`src/rtl/cpu_types_pkg.sv`:
```
// Types shared across the core: the machine word and the BTB entry layout.
// Entry fields are sized for the widest legal configuration; narrower ones zero-extend.
package cpu_types_pkg;

  typedef logic [31:0] word_t;

  localparam int MAX_TAG_BITS = 29;
  localparam int MAX_CTR_BITS = 4;

  typedef struct packed {
    logic                    valid;
    logic [MAX_TAG_BITS-1:0] tag;
    word_t                   target;
    logic [MAX_CTR_BITS-1:0] ctr;
  } btb_entry_t;

  // Weakly-taken counter value: MSB set, all lower bits clear.
  function automatic logic [MAX_CTR_BITS-1:0] WEAK_TAKEN(input int ctr_bits);
    return 4'b0001 << (ctr_bits - 1);
  endfunction

endpackage

```
`src/rtl/branch_predict_fetch_sat_counter.sv`:
```
// Combinational up/down counter that sticks at zero and at all-ones.
module sat_counter #(
  parameter int CTR_BITS = 2
) (
  input  logic [CTR_BITS-1:0] ctr,
  input  logic                inc,
  output logic [CTR_BITS-1:0] ctr_next
);

  localparam logic [CTR_BITS-1:0] CTR_MAX = '1;
  localparam logic [CTR_BITS-1:0] CTR_ONE = CTR_BITS'(1);

  always_comb begin
    ctr_next = ctr;
    if (inc) begin
      if (ctr != CTR_MAX) ctr_next = ctr + CTR_ONE;
    end else begin
      if (ctr != '0) ctr_next = ctr - CTR_ONE;
    end
  end

endmodule

```
`src/rtl/branch_predict_fetch.sv`:
```
// Fetch PC register with a direct-mapped BTB predicting the next fetch address.
// Execute-stage redirects and training updates arrive independently each cycle.
module branch_predict_fetch
  import cpu_types_pkg::*;
#(
  parameter word_t PC_INIT  = 32'h0,
  parameter int    ENTRIES  = 16,
  parameter int    CTR_BITS = 2
) (
  input  logic        CLK,
  input  logic        nRST,
  input  logic        adv,
  input  logic        halt,
  input  logic        redirect_en,
  input  logic [31:0] redirect_pc,
  input  logic        upd_en,
  input  logic [31:0] upd_pc,
  input  logic        upd_taken,
  input  logic [31:0] upd_target,
  output logic [31:0] pc,
  output logic        pred_hit,
  output logic        pred_taken,
  output logic [31:0] pred_target,
  output logic [31:0] redirect_count
);

  localparam int IDX_BITS = $clog2(ENTRIES);
  localparam int TAG_BITS = 30 - IDX_BITS;

  btb_entry_t btb_reg [ENTRIES];

  word_t pc_reg;
  word_t pc_next;
  word_t redirect_count_reg;
  word_t redirect_count_next;

  logic [IDX_BITS-1:0] lk_idx;
  logic [TAG_BITS-1:0] lk_tag;
  logic [IDX_BITS-1:0] upd_idx;
  logic [TAG_BITS-1:0] upd_tag;

  btb_entry_t          lk_entry;
  btb_entry_t          up_entry;
  btb_entry_t          wr_entry;
  logic                wr_en;
  logic                upd_hit;
  logic [CTR_BITS-1:0] ctr_upd;
  logic                unused_bits;

  // Lookup reads the array as it stands; same-cycle writes appear next cycle.
  assign lk_idx   = pc_reg[IDX_BITS+1:2];
  assign lk_tag   = pc_reg[31:IDX_BITS+2];
  assign lk_entry = btb_reg[lk_idx];

  assign pred_hit    = lk_entry.valid && (lk_entry.tag == MAX_TAG_BITS'(lk_tag));
  assign pred_taken  = pred_hit && lk_entry.ctr[CTR_BITS-1];
  assign pred_target = pred_taken ? lk_entry.target : (pc_reg + 32'd4);

  assign upd_idx  = upd_pc[IDX_BITS+1:2];
  assign upd_tag  = upd_pc[31:IDX_BITS+2];
  assign up_entry = btb_reg[upd_idx];
  assign upd_hit  = up_entry.valid && (up_entry.tag == MAX_TAG_BITS'(upd_tag));

  sat_counter #(
    .CTR_BITS (CTR_BITS)
  ) u_sat_counter (
    .ctr      (up_entry.ctr[CTR_BITS-1:0]),
    .inc      (upd_taken),
    .ctr_next (ctr_upd)
  );

  always_comb begin
    wr_en    = 1'b0;
    wr_entry = up_entry;
    if (upd_en) begin
      if (upd_hit) begin
        wr_en        = 1'b1;
        wr_entry.ctr = MAX_CTR_BITS'(ctr_upd);
        if (upd_taken) wr_entry.target = upd_target;
      end else if (upd_taken) begin
        // Allocation evicts whatever currently owns this index.
        wr_en           = 1'b1;
        wr_entry.valid  = 1'b1;
        wr_entry.tag    = MAX_TAG_BITS'(upd_tag);
        wr_entry.target = upd_target;
        wr_entry.ctr    = WEAK_TAKEN(CTR_BITS);
      end
    end
  end

  always_comb begin
    pc_next = pc_reg;
    if (halt) begin
      pc_next = pc_reg;
    end else if (redirect_en) begin
      pc_next = redirect_pc;
    end else if (adv) begin
      pc_next = pred_target;
    end
  end

  always_comb begin
    redirect_count_next = redirect_count_reg;
    if (redirect_en && !halt && (redirect_count_reg != 32'hFFFF_FFFF)) begin
      redirect_count_next = redirect_count_reg + 32'd1;
    end
  end

  always_ff @(posedge CLK or negedge nRST) begin
    if (!nRST) begin
      pc_reg             <= PC_INIT;
      redirect_count_reg <= '0;
    end else begin
      pc_reg             <= pc_next;
      redirect_count_reg <= redirect_count_next;
    end
  end

  always_ff @(posedge CLK or negedge nRST) begin
    if (!nRST) begin
      for (int i = 0; i < ENTRIES; i++) btb_reg[i] <= '0;
    end else if (wr_en) begin
      btb_reg[upd_idx] <= wr_entry;
    end
  end

  assign pc             = pc_reg;
  assign redirect_count = redirect_count_reg;

  assign unused_bits = ^{upd_pc[1:0], lk_entry.ctr, up_entry.ctr};

endmodule

```
`config.mk`:
```
export PLATFORM = sky130hd
export DESIGN_NAME = branch_predict_fetch
export DESIGN_NICKNAME = d
export VERILOG_FILES = /design/src/rtl/cpu_types_pkg.sv /design/src/rtl/branch_predict_fetch_sat_counter.sv /design/src/rtl/branch_predict_fetch.sv
export SDC_FILE = /design/constraint.sdc
export NUM_CORES = 2
export LEC_CHECK = 0
export BUFFER_PORTS_ARGS = -buffer_cell sky130_fd_sc_hd__buf_2
export CAP_MARGIN = 30
export CORE_MARGIN = 2
export CORE_UTILIZATION = 46
export CTS_CLUSTER_DIAMETER = 60
export CTS_CLUSTER_SIZE = 16
export DETAILED_ROUTE_END_ITERATION = 10
export SKIP_LAST_GASP = 1
export SLEW_MARGIN = 20
export SYNTH_ARGS = -nofsm -noshare
export SYNTH_HDL_FRONTEND = slang
export SYNTH_SLANG_ARGS = --single-unit
export TNS_END_PERCENT = 20
```
`constraint.sdc`:
```
create_clock -name CLK -period 6.1 [get_ports CLK]
set_clock_uncertainty 0.15 [all_clocks]
set_input_delay 1.22 -clock CLK [delete_from_list [all_inputs] [get_ports CLK]]
set_output_delay 1.22 -clock CLK [all_outputs]
set_load 0.1 [all_outputs]
```
# Word-level counts from Yosys, hierarchy flattened
# Cells that the tools add are included.
[totals]
regBits = 1120
inputBits = 103
output_inout_bits = 98
word_cells = 113
[classes]
magnitude_cmp = 3
n_reduce_logical = 10
n_mux = 23
n_addsub = 4
n_eq_ne = 4
bitwise_logic = 3
[ops]
columns = ["cell", "n"]
rows = [
  ["$bwmux 1056", 1],
  ["$bmux 66 s4", 2],
  ["$mux 66", 7],
  ["$demux 66 s4", 1],
  ["$mux 32", 4],
  ["$eq 29x26->1", 2],
  ["$mux 36", 1],
  ["$add 32x1->32 const B", 1],
  ["$add 32x3->32 const B", 1],
  ["$ne 32x32->1 const B", 1],
  ["$mux 30", 1],
  ["$ge 5x5->1 const B", 2],
  ["$not 4->5", 2],
  ["$logic_and 1x1->1", 6],
  ["$mux 2", 3],
  ["$lt 5x1->1 const B", 1],
  ["$reduce_bool 2->1", 2],
  ["$mux 1", 3],
  ["$add 2x1->2 const B", 1],
  ["$ne 2x2->1 const B", 1],
  ["$reduce_and 2->1", 1],
  ["$sub 2x1->2 const B", 1],
  ["$logic_not 1->1", 1],
  ["$not 1->1", 1],
]

# Longest topological paths before layout
[logic_depth]
ltp_word = 10
depth_mapped = 17
ltp_nobuf = 10

# By module
# From an unflattened synthesis, not the netlist that was laid out.
[hier_totals]
cells_unflattened = 3928
hier_area_um2 = 59409.5
[by_module_without_submodules]
columns = ["mod", "seq_area_each_um2", "area_each_um2", "n_inst", "cells_per_inst"]
rows = [
  ["branch_predict_fetch", 27226.1, 59383.2, 1, 3925],
  ["sat_counter", 0.0, 26.3, 1, 3],
]

# Worst setup path after synthesis
# OpenSTA, ideal clock, no wires.
[synth_timing]
path_type = "register to output"
start = "register pc_reg[2], in the netlist pc[2]"
end = "output pred_hit"
arrival_ns = 5.473
setup_slack_ns = -0.743
t_required_ns = 4.730
path_stages_with_launch = 10
path_buffers = 2
cell_sequence = "dfrtp_1 -> buf_2 -> buf_1 -> mux4_2 -> mux4_2 -> xnor2_1 -> nand4_1 -> nor3_1 -> nand4_1 -> nor3_1"
[synth_via]
elab_chain_len = 6
[synth_lines]
columns = ["item", "line_no", "source"]
rows = [
  ["start: declaration", "branch_predict_fetch.sv:32", "word_t pc_reg;"],
  ["start signal: assignment", "branch_predict_fetch.sv:114", "pc_reg <= pc_next;"],
  ["$not 4->5 (implied by the code) (*)", "branch_predict_fetch.sv:53", "assign lk_entry = btb_reg[lk_idx];"],
  ["$bmux 66 s4 (*)", "branch_predict_fetch.sv:53", ""],
  ["$mux 66 (implied by the code) (*) (2 in a row)", "branch_predict_fetch.sv:53", ""],
  ["$eq 29x26->1", "branch_predict_fetch.sv:55", "assign pred_hit = lk_entry.valid && (lk_entry.tag == MAX_TAG_BITS'(lk_tag));"],
  ["$logic_and 1x1->1 (*)", "branch_predict_fetch.sv:55", ""],
  ["end: declaration", "branch_predict_fetch.sv:21", "output logic pred_hit,"],
]
# Every way passes the cells marked *; elsewhere a longest branch is shown, timed or not. The select of a mux whose other input is x is not followed.

# Worst setup path after layout
[layout_timing]
start = "register pc_reg[2], in the netlist pc[2]"
end = "output pred_target[31]"
[layout_via]
elab_chain_len = 8
word_cells_on_any_way = 9
classes_between = "1 x add/sub; 1 x eq/ne; 4 x mux; 1 x bitwise; 2 x reduce/logical"
[layout_lines]
columns = ["item", "line_no", "source"]
rows = [
  ["$not 4->5 (implied by the code)", "branch_predict_fetch.sv:53", ""],
  ["$bmux 66 s4", "branch_predict_fetch.sv:53", ""],
  ["$mux 66 (implied by the code) (2 in a row)", "branch_predict_fetch.sv:53", ""],
  ["$eq 29x26->1", "branch_predict_fetch.sv:55", ""],
  ["$logic_and 1x1->1", "branch_predict_fetch.sv:55", ""],
  ["$logic_and 1x1->1", "branch_predict_fetch.sv:56", "assign pred_taken = pred_hit && lk_entry.ctr[CTR_BITS-1];"],
  ["$mux 32 (*)", "branch_predict_fetch.sv:57", "assign pred_target = pred_taken ? lk_entry.target : (pc_reg + 32'd4);"],
  ["end: declaration", "branch_predict_fetch.sv:23", "output logic [31:0] pred_target,"],
]
# Marked as above.

==> impl_metrics.toml <==
[logic_synthesis]
synthTopCellsByArea = "dfrtp_1 (46%), mux4_2 (22%), mux2_2 (18%)"
yosys.area.top_type = "dfrtp_1"
async_flop_share = 1.000
yosysMostFrequentCell = "dfrtp_1"
synth_commonest_cells = "dfrtp_1 (1088), mux2_2 (942), mux4_2 (567), clkbuf_1 (158), xnor2_1 (95)"
syn_nets = 3902
avgSynthCellArea_um2 = 15.48
synth_flop_cell = "dfrtp_1"
syn_inst = 3797
syn_area_mm2 = 0.05878
synth_edf_count = 0
synth_seq_area_share = 0.4632
synth_warnings = 0
synth-seq-cells = 1088
synth.top_cell.area_share = 0.4632
synth_cell_type_count = 59

[timing]
slew_headroom = 0.3265
finalSetupViolations = 0
finalCriticalPeriod_ns = 6.005
final-max-slew-violation-count = 0
worst_slew_pin_slew_ns = 1.010
max_freq_ghz = 0.1665
fin_crit_sh = 0.9845
fin_tns_setup_ns = 0
hold_viol_final = 0
rsz0062_at_grt = "no"

[cts]
cts_max_path_buffers = 3
hold_buffers = 0
cts.sinks = 1088
htreeDepth = 3
cts_root_buffer = "clkbuf_16"
cts_buffers = 113
path_clk_slew_ns = 0.07
cts_tree = "built"
clk_latency_ns = 0.75

[die]
initial_core_util = 0.4621
die_h_um = 361.5
row_count = 131
top_level_ports = 201
coreArea_mm2 = 0.1272
chipWidth_um = 361.5
dieArea_mm2 = 0.1307

[status]
status = "finished clean"

[place]
portBuffers = 198
place.gp.congestion = 0.8185
hpwl_um = 110800
placed_area_mm2 = 0.06286

[pwr]
power_density_mw_per_mm2 = 333.3
p_total_uw = 22320
ir_drop_uv = 245.3
p_leak_uw = 0.02972

[route]
drc_errors = 0
wl_per_cell_um = 30.66
firstDrtPassIters = 5
num_vias = 36120
initialDrtViolationCount = 2896
drt.antenna.violating_nets = 0
totalWireLength_um = 175100
vias_per_cell = 6.324

[grt]
antenna_found_initial = 13
grt_pass1_wl_um = 263000
track_usage = 0.2725
grt_max_degree = 147
grt_pass1_vias = 37480
overflow = 0

[worst_setup_path]
crit_type = "flip-flop to output pin"
end_kind = "output pin"
r2r-start = "pc[2]"
crit_end = "pred_target[31]"
startpoint = "pc[2]"
cp.depth = 11
r2r_cells = 12
cpLargestDelayFamily = "multiplexers"
r2r_slack_ns = 1.70
required_ns = 4.73
max_stage_delay_ns = 0.55
cp_max_fo = 34
cpMostUsedCell = "buf_12"
crit_chain = "buf_12 > buf_12 > mux4_2 > mux4_2 > xnor2_1 > nand3_1 > nor3_2 > nand4_1 > buf_12 > mux2_2 > buf_12"
critPathLaunchType = "flip-flop"
crit_slowest_cell = "mux4_2"
arrival_ns = 4.64
worst_r2r_endpoint = "pc[29]"
critPathBufInv = 4

[run]
drv_cap = 0

[cells_and_area]
area_growth_pct = 13.92
nNetsFinal = 4057
layout-drive-gt1-share = 0.5333
stdcell_area_mm2 = 0.06696
largest_register_ffs = 1024

[min_path]
hold_path_class = "flip-flop to flip-flop"
==> placed cells by master, fill, tap and decap left out, drive strengths merged, types with 5 or more instances in the layout <==
cell	n
a21oi	31
nor4	10
a22oi	26
xor2	32
nor3	34
o22ai	6
and4	6
a221o	29
or2	20
a211oi	7
mux2i	90
clkinvlp	10
nand4	23
nand2b	6
inv	73
nor2b	55
o21ai	11
nand3	33
nor2	53
buf	384
mux2	1033
nand2	87
bufinv	11
clkbuf	125
xnor2	95
nor3b	5
mux4	567
and2	9
clkinv	25
and3	35
dfrtp	1088
==> power breakdown <==
| part | leakage [uW] | switching [uW] | internal, uW | total, uW |
|---|---|---|---|---|
| clock | 0.00195 | 3380 | 4100 | 7490 |
| sequential | 0.0145 | 884 | 8200 | 9080 |
| combinational | 0.0132 | 3030 | 2720 | 5750 |
| total | 0.0297 | 7290 | 15000 | 22300 |
==> worst register-to-register path, stage by stage, from the launching register on <==
cell,delay (ns)
dfrtp_4,0.42
buf_12,0.17
buf_12,0.21
mux4_2,0.52
mux4_2,0.55
xnor2_1,0.47
nand3_1,0.21
nor3_2,0.31
nand4_1,0.21
buf_12,0.24
mux2_2,0.36
buf_4,0.15
a221o_1,0.31
==> how the worst min path moves through the flow <==
stage          depth (start not counted)               start                  to
2_1_floorplan                          1        btb_reg[131]        btb_reg[131]
3_3_place_gp                           1        btb_reg[395]        btb_reg[395]
3_5_place_dp                           1        btb_reg[593]        btb_reg[593]
4_1_cts                                1        btb_reg[593]        btb_reg[593]
5_1_grt                                1  redirect_count[27]  redirect_count[27]
6_report                               1        btb_reg[593]        btb_reg[593]
==> final cells by class <==
| class | instances | area [um^2] |
|---|---|---|
| antenna | 2 | 5.005 |
| clock buffer | 125 | 2954 |
| clock inverter | 86 | 1049 |
| fill | 10570 | 60240 |
| inverter | 33 | 126.4 |
| multi-input combinational | 2332 | 29670 |
| sequential | 1088 | 27240 |
| tap | 1662 | 2079 |
| timing repair buffer | 384 | 3827 |
==> layer usage <==
metal  share of wire  track usage  up-vias  wire length, um
met3           0.061      0.04238      245            10690
met1            0.46       0.4126    19750            80280
met5         0.00016            0        -               28
li1                -            -    14980                -
met4           0.023      0.06046        4             4097
met2            0.46       0.4164     1139            80020
==> timing repair <==
action                     CTS  global route
buffers inserted             3             0
resized for setup            3             7
setup endpoints to repair   33            32
==> logic make-up (layout without fill, tap and decap cells) <==
logic type / after synthesis / after routing / share of synthesized area
multiplexers: 1690 / 1690 / 0.4305
XOR/XNOR: 127 / 127 / 0.01892
buffers and inverters: 377 / 628 / 0.03355
AO/OA/AOI/OAI: 128 / 128 / 0.01635
other: 0 / 2 / 0
AND/OR/NAND/NOR: 384 / 384 / 0.03687
adder cells (fa/ha/maj): 3 / 3 / 0.0005960
flip-flops: 1088 / 1088 / 0.4632
==> stage by stage <==
stage          hold slack, ns  std cells  setup slack (ns)  utilization
2_1_floorplan          0.3015       3797           -0.6706            -
3_3_place_gp           0.3137       5495            0.4492       0.4941
3_5_place_dp           0.3205       5496            0.4247       0.4942
4_1_cts                0.3373       5710           0.05906       0.5261
5_1_grt                0.3603       5711          0.006148       0.5264
6_report               0.3343       5712           0.09480       0.5264
No activity file was read; power rests on OpenSTA's default activity.
